File: config.mk
export PLATFORM = sky130hd
export DESIGN_NAME = btn_event_gen
export DESIGN_NICKNAME = d
export VERILOG_FILES = /design/src/rtl/btn_event_gen.sv
export SDC_FILE = /design/constraint.sdc
export NUM_CORES = 1
export LEC_CHECK = 0
export BUFFER_PORTS_ARGS = -buffer_cell sky130_fd_sc_hd__clkbuf_2
export CAP_MARGIN = 30
export CORE_ASPECT_RATIO = 0.8
export CORE_MARGIN = 2
export CORE_UTILIZATION = 30
export DETAILED_ROUTE_END_ITERATION = 10
export HOLD_SLACK_MARGIN = 0.06
export PLACE_DENSITY = 0.54
export SYNTH_ARGS = -nofsm -noshare
export SYNTH_HDL_FRONTEND = slang
export SYNTH_SLANG_ARGS = --single-unit
export TNS_END_PERCENT = 1
File: constraint.sdc
create_clock -name clk -period 2.7 [get_ports clk]
set_input_delay 0.27 -clock clk [delete_from_list [all_inputs] [get_ports clk]]
set_output_delay 0.27 -clock clk [all_outputs]
set_load 0.05 [all_outputs]
File: src/rtl/btn_event_gen.sv
// rtl/btn_event_gen.sv - turns a debounced button level into press/step/long/release/short events
// All event timing counts from the press via a ms prescaler that restarts on every press.
module btn_event_gen #(
  parameter int CLK_FREQ_HZ     = 50_000_000,
  parameter int LONG_PRESS_MS   = 1000,
  parameter int REPEAT_DELAY_MS = 500,
  parameter int REPEAT_RATE_MS  = 100
) (
  input  logic clk,
  input  logic rst,
  input  logic btn_db,
  output logic press_o,
  output logic step_o,
  output logic long_o,
  output logic release_o,
  output logic short_o,
  output logic held_o
);

  localparam int TICK_CYC = CLK_FREQ_HZ / 1000;
  localparam int HOLD_MAX = (LONG_PRESS_MS > REPEAT_DELAY_MS) ? LONG_PRESS_MS : REPEAT_DELAY_MS;
  localparam int PW       = $clog2(TICK_CYC);
  localparam int HW       = $clog2(HOLD_MAX) + 1;
  localparam int RW       = $clog2(REPEAT_RATE_MS) + 1;

  localparam logic [PW-1:0] PRE_LAST = PW'(TICK_CYC - 1);
  localparam logic [HW-1:0] HOLD_SAT = HW'(HOLD_MAX);
  localparam logic [HW-1:0] LONG_V   = HW'(LONG_PRESS_MS);
  localparam logic [HW-1:0] DELAY_V  = HW'(REPEAT_DELAY_MS);
  localparam logic [RW-1:0] RATE_V   = RW'(REPEAT_RATE_MS);

  typedef enum logic [1:0] {IDLE, HOLD, REPEAT} state_e;

  state_e        state_q, state_d;
  logic          btn_prev_q;
  logic [PW-1:0] presc_q, presc_d;
  logic [HW-1:0] hold_ms_q, hold_ms_d, hold_inc;
  logic [RW-1:0] rpt_ms_q, rpt_ms_d, rpt_inc;
  logic          long_fired_q, long_fired_d;
  logic          press_q, press_d, step_q, step_d, long_q, long_d;
  logic          release_q, release_d, short_q, short_d, held_q, held_d;
  logic          rise, fall, tick;

  assign rise     = btn_db & ~btn_prev_q;
  assign fall     = ~btn_db & btn_prev_q;
  assign tick     = (state_q != IDLE) && (presc_q == PRE_LAST);
  assign hold_inc = hold_ms_q + 1'b1;
  assign rpt_inc  = rpt_ms_q + 1'b1;

  always_comb begin
    state_d      = state_q;
    presc_d      = presc_q;
    hold_ms_d    = hold_ms_q;
    rpt_ms_d     = rpt_ms_q;
    long_fired_d = long_fired_q;
    press_d      = 1'b0;
    step_d       = 1'b0;
    long_d       = 1'b0;
    release_d    = 1'b0;
    short_d      = 1'b0;
    case (state_q)
      IDLE: begin
        presc_d = '0;
        if (rise) begin
          state_d      = HOLD;
          press_d      = 1'b1;
          step_d       = 1'b1;
          hold_ms_d    = '0;
          rpt_ms_d     = '0;
          long_fired_d = 1'b0;
        end
      end
      HOLD, REPEAT: begin
        // A release in a tick cycle suppresses that tick's step/long and counter updates.
        if (fall) begin
          state_d   = IDLE;
          presc_d   = '0;
          release_d = 1'b1;
          short_d   = ~long_fired_q;
        end else begin
          presc_d = tick ? '0 : presc_q + 1'b1;
          if (tick) begin
            if (hold_ms_q != HOLD_SAT) hold_ms_d = hold_inc;
            if (hold_inc == LONG_V && !long_fired_q) begin
              long_d       = 1'b1;
              long_fired_d = 1'b1;
            end
            if (state_q == HOLD) begin
              if (hold_inc == DELAY_V) begin
                state_d  = REPEAT;
                step_d   = 1'b1;
                rpt_ms_d = '0;
              end
            end else if (rpt_inc == RATE_V) begin
              step_d   = 1'b1;
              rpt_ms_d = '0;
            end else begin
              rpt_ms_d = rpt_inc;
            end
          end
        end
      end
      default: state_d = IDLE;
    endcase
    held_d = (state_d != IDLE);
  end

  always_ff @(posedge clk) begin
    if (rst) begin
      state_q      <= IDLE;
      btn_prev_q   <= 1'b0;
      presc_q      <= '0;
      hold_ms_q    <= '0;
      rpt_ms_q     <= '0;
      long_fired_q <= 1'b0;
      press_q      <= 1'b0;
      step_q       <= 1'b0;
      long_q       <= 1'b0;
      release_q    <= 1'b0;
      short_q      <= 1'b0;
      held_q       <= 1'b0;
    end else begin
      state_q      <= state_d;
      btn_prev_q   <= btn_db;
      presc_q      <= presc_d;
      hold_ms_q    <= hold_ms_d;
      rpt_ms_q     <= rpt_ms_d;
      long_fired_q <= long_fired_d;
      press_q      <= press_d;
      step_q       <= step_d;
      long_q       <= long_d;
      release_q    <= release_d;
      short_q      <= short_d;
      held_q       <= held_d;
    end
  end

  assign press_o   = press_q;
  assign step_o    = step_q;
  assign long_o    = long_q;
  assign release_o = release_q;
  assign short_o   = short_q;
  assign held_o    = held_q;

endmodule

==> results of run 1 <==
where the power goes:
group | internal, mW | switching [mW] | total, mW | leakage [nW]
logic | 0.0415 | 0.0880 | 0.130 | 0.555
registers | 0.671 | 0.00629 | 0.678 | 0.364
clock network | 0.368 | 0.244 | 0.612 | 0.0681
total | 1.08 | 0.339 | 1.42 | 0.987
area by class of cell:
class,count,area (sq um),share of cell area (%)
Clock inverter,3,65.1,2.30
Timing Repair Buffer,15,92.6,3.27
Sequential cell,45,901,31.8
Tap cell,112,140,4.95
Inverter,19,71.3,2.52
Clock buffer,5,68.8,2.43
Multi-Input combinational cell,234,1490,52.7
cell families after synthesis:
kind of cell               count (synthesis)  share of synthesized area, %
AOI/OAI and AO/OA                         48                          13.4
xor gates and xnor gates                  21                          7.46
adders and majority gates                  9                          4.39
buffers and inverters                     30                          6.78
DFF                                       45                          35.1
muxes                                      4                          1.61
and+or+nand+nor                          152                          31.3
final timing paths:
check,endpoint,cells after the start,startpoint
hold / removal,btn_prev_q$_SDFF_PP0_,2,btn_db
setup / recovery,rpt_ms_q[6]$_SDFFE_PP0P_,8,hold_ms_q[1]$_SDFFE_PP0P_
setup reg to reg,rpt_ms_q[6]$_SDFFE_PP0P_,8,hold_ms_q[1]$_SDFFE_PP0P_
hold reg to reg,rpt_ms_q[7]$_SDFFE_PP0P_,2,rpt_ms_q[7]$_SDFFE_PP0P_
sequential cells by signal, indices dropped and copies added, names as in the netlist, 2 cells and up:
register	cells
presc_q	16
hold_ms_q	11
rpt_ms_q	8
state_q	2
worst max-delay path, delay by kind of cell (launching register included):
kind	cells	cell delay (ps)
simple gates	3	580
fa+ha+maj	1	340
flops	1	470
compound gates	4	930
layer usage:
layer / wire, microns / share of wire, % / track usage (%)
met5: 0 / 0 / 0
met4: 58 / 1.0 / 3.85
met3: 193 / 3.4 / 2.71
met2: 2290 / 41 / 18.9
met1: 3070 / 55 / 18.7
through the flow:
stage	std cells	setup slack [ps]
2_1_floorplan	309	525
3_3_place_gp	425	339
3_5_place_dp	425	291
4_1_cts	433	270
5_1_grt	433	87.0
6_report	433	281
cells in the final DEF, fill, tap and decap left out, types with 2 or more instances in the layout:
cell / Yosys / routed
xor2_1: 5 / 5
dfxtp_1: 45 / 45
clkbuf_2: 0 / 8
nor2b_1: 5 / 5
o21ai_1: 3 / 3
nand4b_1: 2 / 2
and4b_1: 2 / 2
inv_1: 19 / 19
nand2b_1: 3 / 3
mux2i_1: 3 / 3
nor2_1: 34 / 34
nor4_1: 5 / 5
nand3_1: 16 / 16
nand4_1: 8 / 8
xnor2_1: 15 / 15
nor3b_1: 3 / 3
buf_4: 1 / 7
nand3b_1: 3 / 3
o32ai_1: 4 / 4
or3_1: 5 / 5
and3_1: 9 / 9
o21ai_0: 10 / 10
nand2_1: 38 / 38
ha_1: 9 / 9
a21oi_1: 18 / 18
bufinv_16: 0 / 2
and2_4: 2 / 2
nor3_1: 8 / 8
clkbuf_8: 1 / 5
cell usage after synthesis, types with 3 or more instances:
master / instances / area (sq um)
or3_1: 5 / 31.3
mux2i_1: 3 / 30.0
buf_2: 3 / 15.0
nand4_1: 8 / 50.1
nand2_1: 38 / 143
dfxtp_1: 45 / 901
o21ai_0: 10 / 50.1
inv_1: 19 / 71.3
ha_1: 9 / 113
nor2b_1: 5 / 31.3
nor4_1: 5 / 31.3
o21ai_1: 3 / 15.0
a21oi_1: 18 / 90.1
xor2_1: 5 / 43.8
and3_1: 9 / 56.3
nand3b_1: 3 / 22.5
nor3b_1: 3 / 22.5
nand3_1: 16 / 80.1
nor3_1: 8 / 40.0
o32ai_1: 4 / 35.0
nand2b_1: 3 / 18.8
nor2_1: 34 / 128
xnor2_1: 15 / 131
==> metrics.yaml, run 1 <==
synth_ff_type: "dfxtp_1"
cts_hold_buf: 0
crit_required_ps: 2900
worst_slew_pin_slew_ps: 556
whs_ps: 253
dpl_cell_area_sq_um: 2700
nets: 332
yosysSeqAreaShare_pct: 35.1
synth-edff-count: 0
rows: 30
end_kind: "register"
num_io_pins: 9
max_freq_mhz: 413
overflow: 0
syn2layout_area_growth_pct: 10.3
yosys_warnings: 0
slowest_stage: "dfxtp_1"
cp_cell_sequence: "ha_1, nand2_1, o31ai_1, nand4_1, a2111oi_4, and4_4, o31ai_2, a32o_2"
avgRoutedWirePerCell_microns: 12.9
path_max_fanout: 8
synth_nets: 321
synthCells: 309
max_stage_delay_ps: 470
r2r_setup_slack_ps: 280
skew_ps: 11.4
die_y_microns: 86.7
total_power_mw: 1.42
first_global_vias: 2002
final_util_pct: 33.7
fin_setup_tns_ps: 0
vias_per_cell: 4.85
fillers: 914
post-route-cell-area_sq_um: 2830
min_period_ps: 2420
leakage_nw: 0.987
clkSlewWorstSetupHoldPaths_ps: 90
cts_root_buf: "clkbuf_8"
globalRouteTotalUtil_pct: 12.8
status: "completed"
dr.pass1.iters: 4
portBuffers: 8
route.detailed.drc: 0
antenna_found_initial: 0
grt_start_max_net_pins: 20
hold_violations: 0
die_w_microns: 107
cts_made_buffers: 5
clockBufferDepth: 2
rsz0062_at_grt: "false"
setup_viol: 0
initial_core_util_pct: 30.5
wirelength_microns: 5610
cts_tree: "built"
place.gp.congestion: 0.811
critPathKind: "reg2reg"
hold_path.class: "in2reg"
cts_setup_buffers: 0
core_sq_um: 8410
cts_htree_levels: 2
p_per_area_nw_per_um2: 501
drt_iter0_drc: 120
synth_seq_cells: 45
async_flop_share_pct: 0
cts.sink_count: 45
relSlewSlack_pct: 62.6
drv_cap: 0
ys_types: 56
drive_above_1_share_pct: 12.1
die_area_sq_um: 9310
ant_nets: 0
post_cts_resize_count: 0
cp-start-kind: "register"
place_hpwl_microns: 4020
grt_pass1_wl_microns: 9600
n_antenna_cell: 0
maxSlewViolCount: 0
ir_drop_v: 0.000214
clock_latency_ps: 300
avgSynthCellArea_sq_um: 8.30
netlist_area_sq_um: 2570
vias: 2102
crit_arrival_ps: 2620
fin_crit_sh_pct: 89.6
(Power assumes the default switching activity.)
==> run 2, diff against run 1 <==
--- a/config.mk
+++ b/config.mk
@@ -9,10 +9,10 @@
 export CAP_MARGIN = 30
 export CORE_ASPECT_RATIO = 0.8
 export CORE_MARGIN = 2
-export CORE_UTILIZATION = 30
+export CORE_UTILIZATION = 61
 export DETAILED_ROUTE_END_ITERATION = 10
 export HOLD_SLACK_MARGIN = 0.06
-export PLACE_DENSITY = 0.54
+export PLACE_DENSITY = 0.88
 export SYNTH_ARGS = -nofsm -noshare
 export SYNTH_HDL_FRONTEND = slang
 export SYNTH_SLANG_ARGS = --single-unit
==> metrics.yaml, run 2 (same netlist as run 1, synthesis figures left out) <==
cts_setup_buffers: 0
dr.pass1.iters: 6
n_antenna_cell: 0
first_global_vias: 1978
syn2layout_area_growth_pct: 6.63
timing.rr.start: "state_q[0]$_SDFF_PP0_"
ant_nets: 0
ir_drop_v: 0.000250
vias_per_cell: 5.90
drt_iter0_drc: 113
relSlewSlack_pct: 58.1
fillers: 344
hold_violations: 0
r2r_setup_slack_ps: 260
post-route-cell-area_sq_um: 2740
route.detailed.drc: 0
max_freq_mhz: 410
endpoint: "hold_ms_q[8]$_SDFFE_PP0P_"
grt_start_max_net_pins: 21
final_common_cell: "dfxtp_1"
rr_endpoint: "hold_ms_q[8]$_SDFFE_PP0P_"
portBuffers: 8
fin_crit_sh_pct: 90.4
place_hpwl_microns: 3760
post_cts_resize_count: 0
initial_core_util_pct: 62.6
leakage_nw: 0.972
dpl_cell_area_sq_um: 2620
finalWorstSetupSlack_ps: 260
p_per_area_nw_per_um2: 484
fin_setup_tns_ps: 0
cts_hold_buf: 0
cts.sink_count: 45
rr_worst_depth: 9
drive_above_1_share_pct: 11.6
largest_reg_flops: 16
core_sq_um: 4100
die_y_microns: 62.0
maxSlewViolCount: 0
crit_arrival_ps: 2660
largest_register: "presc_q"
globalRouteTotalUtil_pct: 24.6
die_area_sq_um: 4750
setup_viol: 0
antenna_found_initial: 0
cp-startpoint: "state_q[0]$_SDFF_PP0_"
overflow: 0
path_max_fanout: 8
dp_cells: 369
cts_root_buf: "clkbuf_8"
status: "completed"
layout_common_cells: "45 x dfxtp_1, 38 x nand2_1, 34 x nor2_1"
rsz0062_at_grt: "false"
wirelength_microns: 5470
avgRoutedWirePerCell_microns: 14.5
cp-start-kind: "register"
cts_htree_levels: 2
clock_latency_ps: 300
nets: 331
rows: 21
worst_slew_pin_slew_ps: 622
clkSlewWorstSetupHoldPaths_ps: 80
vias: 2224
end_kind: "register"
min_period_ps: 2440
top_regs: "presc_q (16), hold_ms_q (11), rpt_ms_q (8)"
crit_required_ps: 2920
drv_cap: 0
place.gp.congestion: 0.948
hold_path.class: "in2reg"
pre_cts_ws_ps: 319
clockBufferDepth: 2
critPathKind: "reg2reg"
cts_tree: "built"
finalNonFillerCells: 377
cts_made_buffers: 5
num_io_pins: 9
die_w_microns: 76.5
grt_pass1_wl_microns: 9140
skew_ps: 9.65
## run 2: area by class of cell
| cell class | count | area, sq um | share of cell area [%] |
|---|---|---|---|
| clock buffers | 7 | 86.3 | 3.16 |
| clock inverters | 1 | 30.0 | 1.10 |
| inverters | 19 | 71.3 | 2.61 |
| multi-input cells | 234 | 1490 | 54.5 |
| flip-flops and latches | 45 | 901 | 32.9 |
| well taps | 57 | 71.3 | 2.61 |
| repair buffers | 14 | 85.1 | 3.11 |
## run 2: layer usage
| metal | global-route usage, % | share of wire [%] | routed length, microns | vias up |
|---|---|---|---|---|
| li1 | - | - | - | 1098 |
| met1 | 31.5 | 45 | 2490 | 1039 |
| met2 | 42.7 | 47 | 2590 | 76 |
| met3 | 4.62 | 5.7 | 313 | 11 |
| met4 | 9.35 | 1.4 | 78 | 0 |
| met5 | 0 | 0 | 0 | - |
## run 2: critical path, stage by stage, from the launching register on
cell     delay [ps]
dfxtp_1         370
inv_1            80
ha_1            280
and4b_1         280
nand4_1         180
a21o_1          330
a31oi_4         170
nand2_1         140
or3_1           370
a21oi_1         150
## run 2: how the worst min path moves through the flow
stage                                          from                        to  cells after the start
final                                        btn_db     btn_prev_q$_SDFF_PP0_                      2
after global routing                         btn_db     btn_prev_q$_SDFF_PP0_                      2
after CTS                                    btn_db     btn_prev_q$_SDFF_PP0_                      2
after detailed placement   rpt_ms_q[7]$_SDFFE_PP0P_  rpt_ms_q[7]$_SDFFE_PP0P_                      2
after global placement    long_fired_q$_SDFFE_PP0P_        short_o$_SDFF_PP0_                      1
after floorplan                              btn_db     btn_prev_q$_SDFF_PP0_                      1
## run 2: stage by stage
step,total power [mW],utilization [%],hold WS (ps)
2_1_floorplan,0.785,-,398
3_3_place_gp,0.814,63.9,459
3_5_place_dp,0.817,63.9,467
4_1_cts,1.33,66.8,267
5_1_grt,1.37,66.8,275
6_report,1.32,66.8,274
## run 2: power breakdown
group | leakage (nW) | internal, mW | switching [mW]
clock | 0.0585 | 0.302 | 0.217
combinational | 0.550 | 0.0404 | 0.0868
sequential | 0.364 | 0.671 | 0.00622
